===== config.mk =====
export PLATFORM = sky130hd
export DESIGN_NAME = rfile_wcent
export DESIGN_NICKNAME = d
export VERILOG_FILES = /design/src/rtl/rfile_pkg.sv /design/src/rtl/rfile_div.sv /design/src/rtl/rfile_wcent.sv
export SDC_FILE = /design/constraint.sdc
export NUM_CORES = 1
export LEC_CHECK = 0
export ABC_CLOCK_PERIOD_IN_PS = 6970
export CAP_MARGIN = 0
export CELL_PAD_IN_SITES_DETAIL_PLACEMENT = 1
export CELL_PAD_IN_SITES_GLOBAL_PLACEMENT = 1
export CORE_MARGIN = 3
export CORE_UTILIZATION = 49
export DETAILED_ROUTE_END_ITERATION = 6
export HOLD_SLACK_MARGIN = 0.08
export PLACE_DENSITY_LB_ADDON = 0.1
export SLEW_MARGIN = 20
export SYNTH_ARGS = -nofsm -noshare
export SYNTH_HDL_FRONTEND = slang
export SYNTH_HIERARCHICAL = 1
export SYNTH_SLANG_ARGS = --single-unit

===== constraint.sdc =====
create_clock -name clk -period 6.97 [get_ports clk]
set_input_delay 1.394 -clock clk [delete_from_list [all_inputs] [get_ports clk]]
set_output_delay 1.394 -clock clk [all_outputs]
set_load 0.005 [all_outputs]

===== src/rtl/rfile_pkg.sv =====
// Shared definitions for the weighted-centroid RSSI localisation block:
// FSM state codes, default parameters and derived accumulator widths.
package rfile_pkg;

   typedef logic [2:0] state_t;

   localparam state_t ST_IDLE  = 3'd0;
   localparam state_t ST_ACC   = 3'd1;
   localparam state_t ST_DRAIN = 3'd2;
   localparam state_t ST_DIV   = 3'd3;
   localparam state_t ST_DONE  = 3'd4;

   localparam int N_ANCH_DEF  = 4;
   localparam int COORD_W_DEF = 8;
   localparam int RSSI_W_DEF  = 20;
   localparam int ADDR_W_DEF  = 12;
   localparam int VAL_W_DEF   = 16;

   function automatic int sum_w_width(input int val_w, input int n_anch);
      return val_w + $clog2(n_anch);
   endfunction

   function automatic int sum_xy_width(input int val_w, input int coord_w, input int n_anch);
      return val_w + coord_w + $clog2(n_anch);
   endfunction

   localparam int SW  = sum_w_width(VAL_W_DEF, N_ANCH_DEF);
   localparam int SXY = sum_xy_width(VAL_W_DEF, COORD_W_DEF, N_ANCH_DEF);

   // Cycles from the edge accepting the last anchor to the out_valid strobe
   localparam int LAT = COORD_W_DEF + 4;

endpackage


===== src/rtl/rfile_div.sv =====
// Restoring divider producing a Q_W-bit quotient in exactly Q_W cycles after start.
// The caller guarantees the quotient fits in Q_W bits.
module rfile_div #(
   parameter int DVD_W = 26,
   parameter int DVS_W = 18,
   parameter int Q_W   = 8
)(
   input  logic             clk,
   input  logic             rst,
   input  logic             start,
   input  logic [DVD_W-1:0] dividend,
   input  logic [DVS_W-1:0] divisor,
   output logic             done,
   output logic [Q_W-1:0]   quotient
);

   localparam int CNT_W = (Q_W > 1) ? $clog2(Q_W) : 1;

   logic [DVS_W-1:0] rem;
   logic [DVS_W-1:0] dvs;
   logic [Q_W-1:0]   dvd_lo;
   logic [CNT_W-1:0] cnt;
   logic             run;
   logic [DVS_W:0]   trial;
   logic [DVS_W:0]   diff;
   logic             ge;

   assign trial = {rem, dvd_lo[Q_W-1]};
   assign diff  = trial - {1'b0, dvs};
   assign ge    = (trial >= {1'b0, dvs});

   // Quotient fits Q_W bits, so the dividend bits above Q_W start out below
   // the divisor and only Q_W shift/subtract steps are needed.
   always_ff @(posedge clk or posedge rst) begin
      if (rst) begin
         rem      <= '0;
         dvs      <= '0;
         dvd_lo   <= '0;
         cnt      <= '0;
         run      <= 1'b0;
         done     <= 1'b0;
         quotient <= '0;
      end else begin
         done <= 1'b0;
         if (start) begin
            rem    <= DVS_W'(dividend >> Q_W);
            dvd_lo <= dividend[Q_W-1:0];
            dvs    <= divisor;
            cnt    <= CNT_W'(Q_W - 1);
            run    <= 1'b1;
         end else if (run) begin
            rem      <= ge ? diff[DVS_W-1:0] : trial[DVS_W-1:0];
            quotient <= {quotient[Q_W-2:0], ge};
            dvd_lo   <= dvd_lo << 1;
            if (cnt == '0) begin
               run  <= 1'b0;
               done <= 1'b1;
            end else begin
               cnt <= cnt - 1'b1;
            end
         end
      end
   end

endmodule


===== src/rtl/rfile_wcent.sv =====
// Weighted-centroid localisation: streams N_ANCH anchors, weights each RSSI
// through the shared ROM and emits the round-half-up centroid (xt, yt).
module rfile_wcent
   import rfile_pkg::*;
#(
   parameter int N_ANCH  = N_ANCH_DEF,
   parameter int COORD_W = COORD_W_DEF,
   parameter int RSSI_W  = RSSI_W_DEF,
   parameter int ADDR_W  = ADDR_W_DEF,
   parameter int VAL_W   = VAL_W_DEF
)(
   input  logic               clk,
   input  logic               rst,
   input  logic               in_valid,
   input  logic [COORD_W-1:0] anc_x,
   input  logic [COORD_W-1:0] anc_y,
   input  logic [RSSI_W-1:0]  rssi,
   output logic [ADDR_W-1:0]  lut_addr,
   input  logic [VAL_W-1:0]   lut_data,
   output logic               busy,
   output logic               out_valid,
   output logic [COORD_W-1:0] xt,
   output logic [COORD_W-1:0] yt,
   output logic               degen
);

   localparam int SW_L  = sum_w_width(VAL_W, N_ANCH);
   localparam int SXY_L = sum_xy_width(VAL_W, COORD_W, N_ANCH);
   localparam int CW    = $clog2(N_ANCH);

   state_t                     state;
   logic [CW-1:0]              anc_cnt;
   logic                       drain_cnt;
   logic                       acc_v;
   logic [COORD_W-1:0]         x_d;
   logic [COORD_W-1:0]         y_d;
   logic [SW_L-1:0]            sum_w;
   logic [SXY_L-1:0]           sum_wx;
   logic [SXY_L-1:0]           sum_wy;
   logic [VAL_W+COORD_W-1:0]   prod_x;
   logic [VAL_W+COORD_W-1:0]   prod_y;
   logic [SXY_L-1:0]           dvd_x;
   logic [SXY_L-1:0]           dvd_y;
   logic                       div_start;
   logic                       div_x_done;
   logic                       div_y_done;
   logic [COORD_W-1:0]         qx;
   logic [COORD_W-1:0]         qy;
   logic                       accept;
   logic                       last_acc;
   logic                       all_zero;

   assign busy      = (state == ST_DRAIN) || (state == ST_DIV) || (state == ST_DONE);
   assign out_valid = (state == ST_DONE);
   assign accept    = in_valid && !busy;
   assign last_acc  = accept && (anc_cnt == CW'(N_ANCH - 1));
   assign prod_x    = lut_data * x_d;
   assign prod_y    = lut_data * y_d;
   assign dvd_x     = sum_wx + SXY_L'(sum_w >> 1);
   assign dvd_y     = sum_wy + SXY_L'(sum_w >> 1);
   assign all_zero  = (sum_w == '0);

   generate
      if (RSSI_W > ADDR_W) begin : g_rssi_lsb
         logic unused_rssi_lsb;
         assign unused_rssi_lsb = ^rssi[RSSI_W-ADDR_W-1:0];
      end
   endgenerate

   // DRAIN waits for the last weight to land; div_start is registered so the
   // dividers load one edge after DIV entry, which fixes the total latency.
   always_ff @(posedge clk or posedge rst) begin
      if (rst) begin
         state     <= ST_IDLE;
         anc_cnt   <= '0;
         drain_cnt <= 1'b0;
         div_start <= 1'b0;
      end else begin
         div_start <= 1'b0;
         if (accept) anc_cnt <= last_acc ? '0 : anc_cnt + 1'b1;
         case (state)
            ST_IDLE:  if (accept) state <= ST_ACC;
            ST_ACC:   if (last_acc) state <= ST_DRAIN;
            ST_DRAIN: begin
               drain_cnt <= ~drain_cnt;
               if (drain_cnt) begin
                  state     <= ST_DIV;
                  div_start <= 1'b1;
               end
            end
            ST_DIV:   if (div_x_done && div_y_done) state <= ST_DONE;
            ST_DONE:  state <= ST_IDLE;
            default:  state <= ST_IDLE;
         endcase
      end
   end

   always_ff @(posedge clk or posedge rst) begin
      if (rst) begin
         lut_addr <= '0;
         x_d      <= '0;
         y_d      <= '0;
         acc_v    <= 1'b0;
         sum_w    <= '0;
         sum_wx   <= '0;
         sum_wy   <= '0;
      end else begin
         acc_v <= accept;
         if (accept) begin
            lut_addr <= rssi[RSSI_W-1 -: ADDR_W];
            x_d      <= anc_x;
            y_d      <= anc_y;
         end
         if (state == ST_DONE) begin
            sum_w  <= '0;
            sum_wx <= '0;
            sum_wy <= '0;
         end else if (acc_v) begin
            sum_w  <= sum_w + SW_L'(lut_data);
            sum_wx <= sum_wx + SXY_L'(prod_x);
            sum_wy <= sum_wy + SXY_L'(prod_y);
         end
      end
   end

   // Dividers always run so a zero-weight frame keeps the same latency;
   // their quotient is simply discarded in that case.
   always_ff @(posedge clk or posedge rst) begin
      if (rst) begin
         xt    <= '0;
         yt    <= '0;
         degen <= 1'b0;
      end else if ((state == ST_DIV) && div_x_done && div_y_done) begin
         xt    <= all_zero ? '0 : qx;
         yt    <= all_zero ? '0 : qy;
         degen <= all_zero;
      end
   end

   rfile_div #(.DVD_W(SXY_L), .DVS_W(SW_L), .Q_W(COORD_W)) u_div_x (
      .clk      (clk),
      .rst      (rst),
      .start    (div_start),
      .dividend (dvd_x),
      .divisor  (sum_w),
      .done     (div_x_done),
      .quotient (qx)
   );

   rfile_div #(.DVD_W(SXY_L), .DVS_W(SW_L), .Q_W(COORD_W)) u_div_y (
      .clk      (clk),
      .rst      (rst),
      .start    (div_start),
      .dividend (dvd_y),
      .divisor  (sum_w),
      .done     (div_y_done),
      .quotient (qy)
   );

endmodule


# After elaboration in Yosys (flattened, before gate mapping)
# Cells that the tools add are included.
# totals
out_inout_bits	31
ff_bits	219
elab_cells	118
in_bits	55
# classes
muxes	44
addsub	10
bitwise	2
n_reduce_logical	20
n_lt_le_gt_ge	2
mul	2
eq_ne	11
# op_table
cell	n
two-way mux 18 bit	8
two-way mux 26 bit	4
adder 26 x 17 -> 26 bit	2
adder 26 x 24 -> 26 bit	2
multiplier 16 x 8 -> 24 bit	2
two-way mux 8 bit	6
greater-or-equal comparator 19 x 18 -> 1 bit	2
subtractor 18 bit	2
two-way mux 3 bit	10
adder 18 x 16 -> 18 bit	1
logical NOT 18 bit	1
two-way mux 1 bit	14
case mux 3 bit (4 select lines)	1
inequality test 2 bit (second input constant)	5
logical NOT 3 bit	3
AND reduction 2 bit	4
equality test 3 x 2 -> 1 bit (second input constant)	2
nonzero test 2 bit	3
subtractor 3 x 1 -> 3 bit (second input constant)	2
logical AND 1 bit	5
AND reduction 4 bit	1
equality test 3 x 1 -> 1 bit (second input constant)	1
equality test 3 bit (second input constant)	1
adder 2 x 1 -> 2 bit (second input constant)	1
6 further kinds	8

# Depth between registers and ports, before layout
# Gate-level depths: netlist of the first run.
# logic_depth
word_depth	8
mapped_depth	19
ltp_nobuf	18

# Hierarchy
# The synthesis of the first run kept the hierarchy.
# modules_own_cells
mod	cells_per_inst	area_per_inst_um2	seq_area_each_um2	instances
rfile_wcent	1970	17297.8	3078.0	1
rfile_div	384	3412.0	1426.4	2

# Worst setup path before layout of the first run
# Ideal clock, no wire load.
# synth_timing
path_kind	input-to-reg
startpoint	in lut_data[5]
endpoint	reg sum_wy[23]
required_time_ns	6.846
setup_ns	0.124
t_arrival_ns	5.562
cell_stages	17
slack_ns	1.284
n_path_buf	1
cell_sequence	clkbuf_1 -> nand2_1 -> fa_1 -> inv_1 -> fa_1 -> inv_1 -> fa_1 -> fa_1 -> inv_1 -> ha_1 -> o21ai_0 -> o21ai_1 -> a221oi_2 -> o21ai_1 -> and4b_1 -> mux2i_1 -> a211o_1
# synth_between
elab_chain_len	4
# synth_lines
element	line_no	source
start, declared	rfile_wcent.sv:19	input logic [VAL_W-1:0] lut_data,
multiplier 16 x 8 -> 24 bit	rfile_wcent.sv:58	assign prod_y = lut_data * y_d;
adder 26 x 24 -> 26 bit	rfile_wcent.sv:121	sum_wy <= sum_wy + SXY_L'(prod_y);
two-way mux 26 bit	rfile_wcent.sv:118	end else if (acc_v) begin
two-way mux 26 bit	rfile_wcent.sv:114	if (state == ST_DONE) begin
end signal, assigned	rfile_wcent.sv:121	
end, declared	rfile_wcent.sv:39	logic [SXY_L-1:0] sum_wy;
# Every way passes these cells. The select of a mux whose other input is x is not followed.
# A chain may end at the register's enable or synchronous reset.

# Worst setup path after layout of the first run
# layout_timing
startpoint	in lut_data[13]
endpoint	reg sum_wx[25]
# layout_between
elab_chain_len	4
# layout_lines
element	line_no	source
multiplier 16 x 8 -> 24 bit	rfile_wcent.sv:57	assign prod_x = lut_data * x_d;
adder 26 x 24 -> 26 bit	rfile_wcent.sv:120	sum_wx <= sum_wx + SXY_L'(prod_x);
two-way mux 26 bit	rfile_wcent.sv:118	
two-way mux 26 bit	rfile_wcent.sv:114	
end signal, assigned	rfile_wcent.sv:120	
end, declared	rfile_wcent.sv:38	logic [SXY_L-1:0] sum_wx;
# Every way passes these cells. The select of a mux whose other input is x is not followed.

==> impl_metrics.yaml, run 1 <==
finish:
  n_antenna_cell: 0
  multiInputGateArea_sq_um: 16220
  area_growth_syn_to_layout_pct: 10.75
  finish.net_count: 3236
  layout-drive-gt1-share: 0.05641
  ff_latch_area_sq_um: 5936
  final_util: 0.5549
  fillerInstances: 5630
critical_path:
  crit_path_arrival_time_ps: 6680
  worstSetupPathType: "input port to flip-flop"
  critical_path_peak_fanout: 13
  crit_chain: "clkdlybuf4s50_1 -> nand2_1 -> fa_1 -> inv_1 -> fa_1 -> fa_1 -> inv_1 -> fa_1 -> inv_1 -> ha_1 -> a21oi_1 -> a21oi_1 -> o31ai_1 -> o2bb2ai_2 -> o31ai_1 -> mux2i_1 -> mux2i_1"
  critPathSlowestCell: "sky130_fd_sc_hd__clkdlybuf4s50_1"
  most_used_cell_cp: "sky130_fd_sc_hd__fa_1"
  worst-r2r-cell-count: 16
  setup_crit_end_kind: "flip-flop"
  critical-path-max-stage-delay_ps: 870
  worst_path_dominant_cell_family: "adder cells"
  crit_start_category: "input port"
  rrSetupSlack_ps: 1620
  timing.critical_path.required_ps: 7480
  reg2reg_to: "sum_wy[23]"
  reg2reg_from: "y_d[1]"
  cp.buffers_inverters: 4
synthesis:
  synth.yosys.seq_area_share: 0.2459
  syn_inst: 2738
  yosys.area.top_type_share: 0.2459
  mappedNetlistArea_sq_um: 24120
  synth.most_common_cell: "sky130_fd_sc_hd__inv_1"
  ys_seq_elements: 237
  synth_flop_cell: "sky130_fd_sc_hd__dfrtp_1"
  yosysWarningCount: 6
  yosysTopAreaCell: "sky130_fd_sc_hd__dfrtp_1"
  netlist_top_cells_area: "sky130_fd_sc_hd__dfrtp_1, sky130_fd_sc_hd__fa_1, sky130_fd_sc_hd__ha_1"
  synth-edff-count: 0
  netlist-cell-type-count: 82
  synthesis.nets: 3197
  syn_avg_cell_area_sq_um: 8.810
  async_reset_ff_frac: 1.000
  post_synth_most_frequent_cells: "sky130_fd_sc_hd__inv_1, sky130_fd_sc_hd__nand2_1, sky130_fd_sc_hd__dfrtp_1"
sta:
  relSlewSlack: 0.2388
  worstMarginPinSlew_ps: 1138
  setup_violations: 0
  achievable-frequency_mhz: 161.9
  hold_viol: 0
  skew_ps: 24.24
  final.setup.tns_ps: 0
  final_max_slew_viol_count: 0
  fin_crit_ps: 6178
  grt_setup_unrepaired: "no"
  final_min_period_over_clock_period: 0.8863
  final_worst_setup_slack_ps: 792.5
floorplan:
  floorplan.initialDensity: 0.5010
  placement_rows: 80
  design.die.area_sq_um: 51930
  core_sq_um: 48150
  fp.dieW_um: 227.9
  chipHeight_um: 227.9
  io_pins: 86
cts:
  tritoncts: "yes"
  htree_num_levels: 1
  cts.hold.buffers_added: 0
  clock_root_buffer: "sky130_fd_sc_hd__clkbuf_16"
  post_cts_resize_count: 0
  cts_setup_buffers: 0
  number_of_clock_sinks: 237
  cts_max_path_buffers: 3
  worstSkewPairLatency_ps: 600
  tritoncts_buffer_count: 30
  clk_pin_slew_worst_paths_ps: 60
drt:
  dr_vias: 19623
  ant_nets: 0
  avgViaCountPerCell: 5.676
  totalWireLength_um: 69790
  dr.pass1.iters: 5
  routedWlPerCell_um: 20.19
  first_iter_violations: 954
  drc: 0
global_route:
  number_of_global_route_vias_before_repair: 21511
  grt_start_max_net_pins: 97
  globalRouteMet1Util: 0.3735
  grtUsageTotal: 0.2705
  initial_antenna_violation_count: 0
  grt-busiest-layer: "met2"
  global_route.usage.met2: 0.4612
  grt_overflow_total: 0
  global_route.usage.met3: 0.02370
  global_route_wire_length_before_repair_um: 115400
place:
  detailed_place_hpwl_um: 53500
  gpl.final_weighted_congestion: 0.8517
  place_worst_setup_slack_ps: 277.8
  portbufs: 77
min_path:
  whs_endpoint: "u_div_x/quotient[7]"
  hold_path.class: "flip-flop to flip-flop"
  timing.hold.worst.start: "u_div_x/quotient[7]"
  hold-path-cell-count: 2
flow_run:
  drv.max_cap_violation_count: 0
outcome:
  status: "finished clean"
-- worst max path at each step --
stage                 startpoint         end  slack, ps  depth (start not counted)
finish              lut_data[13]  sum_wx[25]        790                         17
global route         lut_data[2]  sum_wx[25]        510                         20
CTS                 lut_data[13]  sum_wx[25]        800                         17
detailed placement  lut_data[13]  sum_wx[25]        280                         17
global placement     lut_data[2]  sum_wx[25]        400                         18
floorplan            lut_data[5]  sum_wy[23]       1280                         17
-- metrics by stage --
stage,hold slack (ps),area (sq um),instances
floorplan,437.7,24120,2738
global placement,464.0,25640,3401
detailed placement,476.1,25640,3401
CTS,490.1,26710,3457
global route,511.7,26720,3457
finish,489.2,26720,3457
-- routing by layer --
metal  vias to the layer above  wire [um]
met5                         -          0
met4                         0       1915
met3                       112       2209
met2                       348      33460
met1                     10055      32200
li1                       9108          -
-- worst register-to-register path, cell delays in order, from the launching register on --
cell                       delay (ps)
sky130_fd_sc_hd__dfrtp_1          780
sky130_fd_sc_hd__nand2_1          170
sky130_fd_sc_hd__fa_1             540
sky130_fd_sc_hd__inv_1             60
sky130_fd_sc_hd__fa_1             510
sky130_fd_sc_hd__inv_1             50
sky130_fd_sc_hd__fa_1             460
sky130_fd_sc_hd__fa_1             550
sky130_fd_sc_hd__inv_1             50
sky130_fd_sc_hd__ha_1             350
sky130_fd_sc_hd__o21ai_0          360
sky130_fd_sc_hd__o21ai_1          200
sky130_fd_sc_hd__a221oi_2         430
sky130_fd_sc_hd__o21ai_1          130
sky130_fd_sc_hd__and4b_1          220
sky130_fd_sc_hd__mux2i_1          120
sky130_fd_sc_hd__a211o_1          270
-- layout by cell type, fill, tap and decap left out, types with 36 or more instances in the layout --
cell,count
sky130_fd_sc_hd__inv_1,408
sky130_fd_sc_hd__nand2_1,285
sky130_fd_sc_hd__dfrtp_1,235
sky130_fd_sc_hd__fa_1,217
sky130_fd_sc_hd__ha_1,187
sky130_fd_sc_hd__and2_1,169
sky130_fd_sc_hd__a21oi_1,164
sky130_fd_sc_hd__o21ai_0,156
sky130_fd_sc_hd__nor2_1,131
sky130_fd_sc_hd__clkdlybuf4s50_1,77
sky130_fd_sc_hd__xnor2_1,75
sky130_fd_sc_hd__mux2i_1,62
sky130_fd_sc_hd__nand3_1,40
sky130_fd_sc_hd__nor3_1,37
sky130_fd_sc_hd__buf_4,36
-- kinds of logic (layout without fill, tap and decap cells) --
family                     after synthesis  after routing  share of synthesized area
and+or+nand+nor                        827            827                     0.1705
muxes                                   97             97                    0.04207
adders and majority gates              404            404                     0.2771
buffers and inverters                  521            584                    0.08206
xor gates and xnor gates                99             99                    0.03595
DFF                                    237            237                     0.2459
AOI/OAI and AO/OA                      553            553                     0.1464
-- registers in the layout (all words and copies together), names as in the netlist, 12 cells and up --
register and flops:
lut_addr 12, sum_w 18, sum_wx 26, sum_wy 26
u_div_x/dvs 18, u_div_x/rem 18, u_div_y/dvs 18, u_div_y/rem 18
-- final cells by class --
cell class,instances,share of cell area
clock inverter,13,0.007353
clock buffer,43,0.03255
inverter,411,0.05793
timing repair buffer,117,0.04196
tap,656,0.03072
multi-input combinational,1980,0.6073
sequential,237,0.2222
Power of run 1 is not shown: default switching activity piles up to over one toggle a cycle in this logic, so the estimate is an artifact.
==> inputs of run 2 (changes only) <==
Settings changed: CTS_BUF_LIST from default to sky130_fd_sc_hd__clkbuf_8 sky130_fd_sc_hd__clkbuf_16.
==> run 2 against run 1 <==
Effect of this change:
- first-iteration DRC count did not move
- die area did not move
- sequential share of layout area did not move
- cell area did not move
- setup slack barely moved
- clock-buffer cell count fell by 6
- core utilization did not move
- critical path type unchanged
- critical endpoint unchanged
==> impl_metrics.yaml, run 2 (synthesis results as in run 1) <==
outcome:
  status: "finished clean"
sta:
  achievable-frequency_mhz: 161.9
  final_max_slew_viol_count: 0
  final.setup.tns_ps: 0
  final_min_period_over_clock_period: 0.8863
  worstMarginPinSlew_ps: 1144
  relSlewSlack: 0.2346
  skew_ps: 24.79
  fin_crit_ps: 6177
  hold_viol: 0
  grt_setup_unrepaired: "no"
  setup_violations: 0
finish:
  highest_count_cells_in_the_layout_ignoring_fill_and_taps: "sky130_fd_sc_hd__inv_1, sky130_fd_sc_hd__nand2_1, sky130_fd_sc_hd__dfrtp_1, sky130_fd_sc_hd__fa_1, sky130_fd_sc_hd__ha_1"
  largestRegisters: "sum_wx (26), sum_wy (26)"
  layout.cells.most_common: "sky130_fd_sc_hd__inv_1"
  finish.net_count: 3236
  fillerInstances: 5630
  area_growth_syn_to_layout_pct: 10.75
  n_antenna_cell: 0
  multiInputGateArea_sq_um: 16220
  layout-drive-gt1-share: 0.05641
  ff_latch_area_sq_um: 5936
critical_path:
  critical-path-max-stage-delay_ps: 870
  setup_crit_end_kind: "flip-flop"
  rrSetupSlack_ps: 1610
  worst_path_dominant_cell_family: "adder cells"
  crit_chain: "clkdlybuf4s50_1 -> nand2_1 -> fa_1 -> inv_1 -> fa_1 -> fa_1 -> inv_1 -> fa_1 -> inv_1 -> ha_1 -> a21oi_1 -> a21oi_1 -> o31ai_1 -> o2bb2ai_2 -> o31ai_1 -> mux2i_1 -> mux2i_1"
  crit_path_arrival_time_ps: 6680
  critPathSlowestCell: "sky130_fd_sc_hd__clkdlybuf4s50_1"
  most_used_cell_cp: "sky130_fd_sc_hd__fa_1"
  crit_start_category: "input port"
  worstSetupPathType: "input port to flip-flop"
  critical_path_peak_fanout: 13
  timing.critical_path.required_ps: 7470
  cp.buffers_inverters: 4
floorplan:
  placement_rows: 80
  fp.dieW_um: 227.9
  chipHeight_um: 227.9
  design.die.area_sq_um: 51930
  core_sq_um: 48150
  floorplan.initialDensity: 0.5010
  io_pins: 86
drt:
  drc: 0
  routedWlPerCell_um: 20.18
  first_iter_violations: 954
  totalWireLength_um: 69750
  dr.pass1.iters: 5
  dr_vias: 19618
  ant_nets: 0
  avgViaCountPerCell: 5.675
cts:
  cts.hold.buffers_added: 0
  cts_max_path_buffers: 3
  post_cts_resize_count: 0
  htree_num_levels: 1
  tritoncts_buffer_count: 30
  cts_setup_buffers: 0
  tritoncts: "yes"
  number_of_clock_sinks: 237
  clk_pin_slew_worst_paths_ps: 60
  worstSkewPairLatency_ps: 600
  clock_root_buffer: "sky130_fd_sc_hd__clkbuf_16"
global_route:
  grt_start_max_net_pins: 97
  grt_overflow_total: 0
  global_route_wire_length_before_repair_um: 115400
  number_of_global_route_vias_before_repair: 21511
  grtUsageTotal: 0.2705
  initial_antenna_violation_count: 0
min_path:
  hold_path.class: "flip-flop to flip-flop"
place:
  detailed_place_hpwl_um: 53500
  gpl.final_weighted_congestion: 0.8517
  portbufs: 77
flow_run:
  drv.max_cap_violation_count: 0
[run 2: cell types whose count changed in the layout (fill, tap and decap cells not counted), sizes merged]
cell    delta
clkbuf     -6
inv        +6
[run 2: through the flow]
| stage | hold WS (ps) | utilization | setup WS, ps | instance area (sq um) | cells |
|---|---|---|---|---|---|
| floorplan | 437.7 | - | 1284 | 24120 | 2738 |
| global placement | 464.0 | 0.5326 | 395.4 | 25640 | 3401 |
| detailed placement | 476.1 | 0.5326 | 277.8 | 25640 | 3401 |
| CTS | 490.1 | 0.5547 | 803.6 | 26710 | 3457 |
| global route | 511.7 | 0.5549 | 507.0 | 26720 | 3457 |
| finish | 489.2 | 0.5549 | 792.7 | 26720 | 3457 |
[run 2: worst paths after layout]
kind,endpoint,from,depth (start not counted)
worst max-delay path,sum_wx[25],lut_data[13],17
worst min-delay path,u_div_x/quotient[7],u_div_x/quotient[7],2
worst max register to register,sum_wy[23],y_d[1],16
worst min register to register,u_div_x/quotient[7],u_div_x/quotient[7],2
max in group asynchronous,acc_v,rst,3
min in group asynchronous,lut_addr[11],rst,2
[run 2: area by class of cell]
class	count	area share
Multi-Input combinational cell	1980	0.6073
Clock buffer	37	0.03171
Clock inverter	19	0.008196
Timing Repair Buffer	117	0.04196
Inverter	411	0.05793
Sequential cell	237	0.2222
Tap cell	656	0.03072
[run 2: routing by layer]
metal,GRT usage,up-vias,wire length [um]
li1,-,9107,-
met1,0.3735,10044,32130
met2,0.4612,355,33440
met3,0.02370,112,2268
met4,0.07024,0,1915
met5,0,-,0
[run 2: worst min-delay path, stage by stage (launching register included)]
cell                      delay, ps
sky130_fd_sc_hd__dfrtp_1        340
sky130_fd_sc_hd__nand2_1         50
sky130_fd_sc_hd__nand2_1         60
Power of run 2 is left out for the same reason.
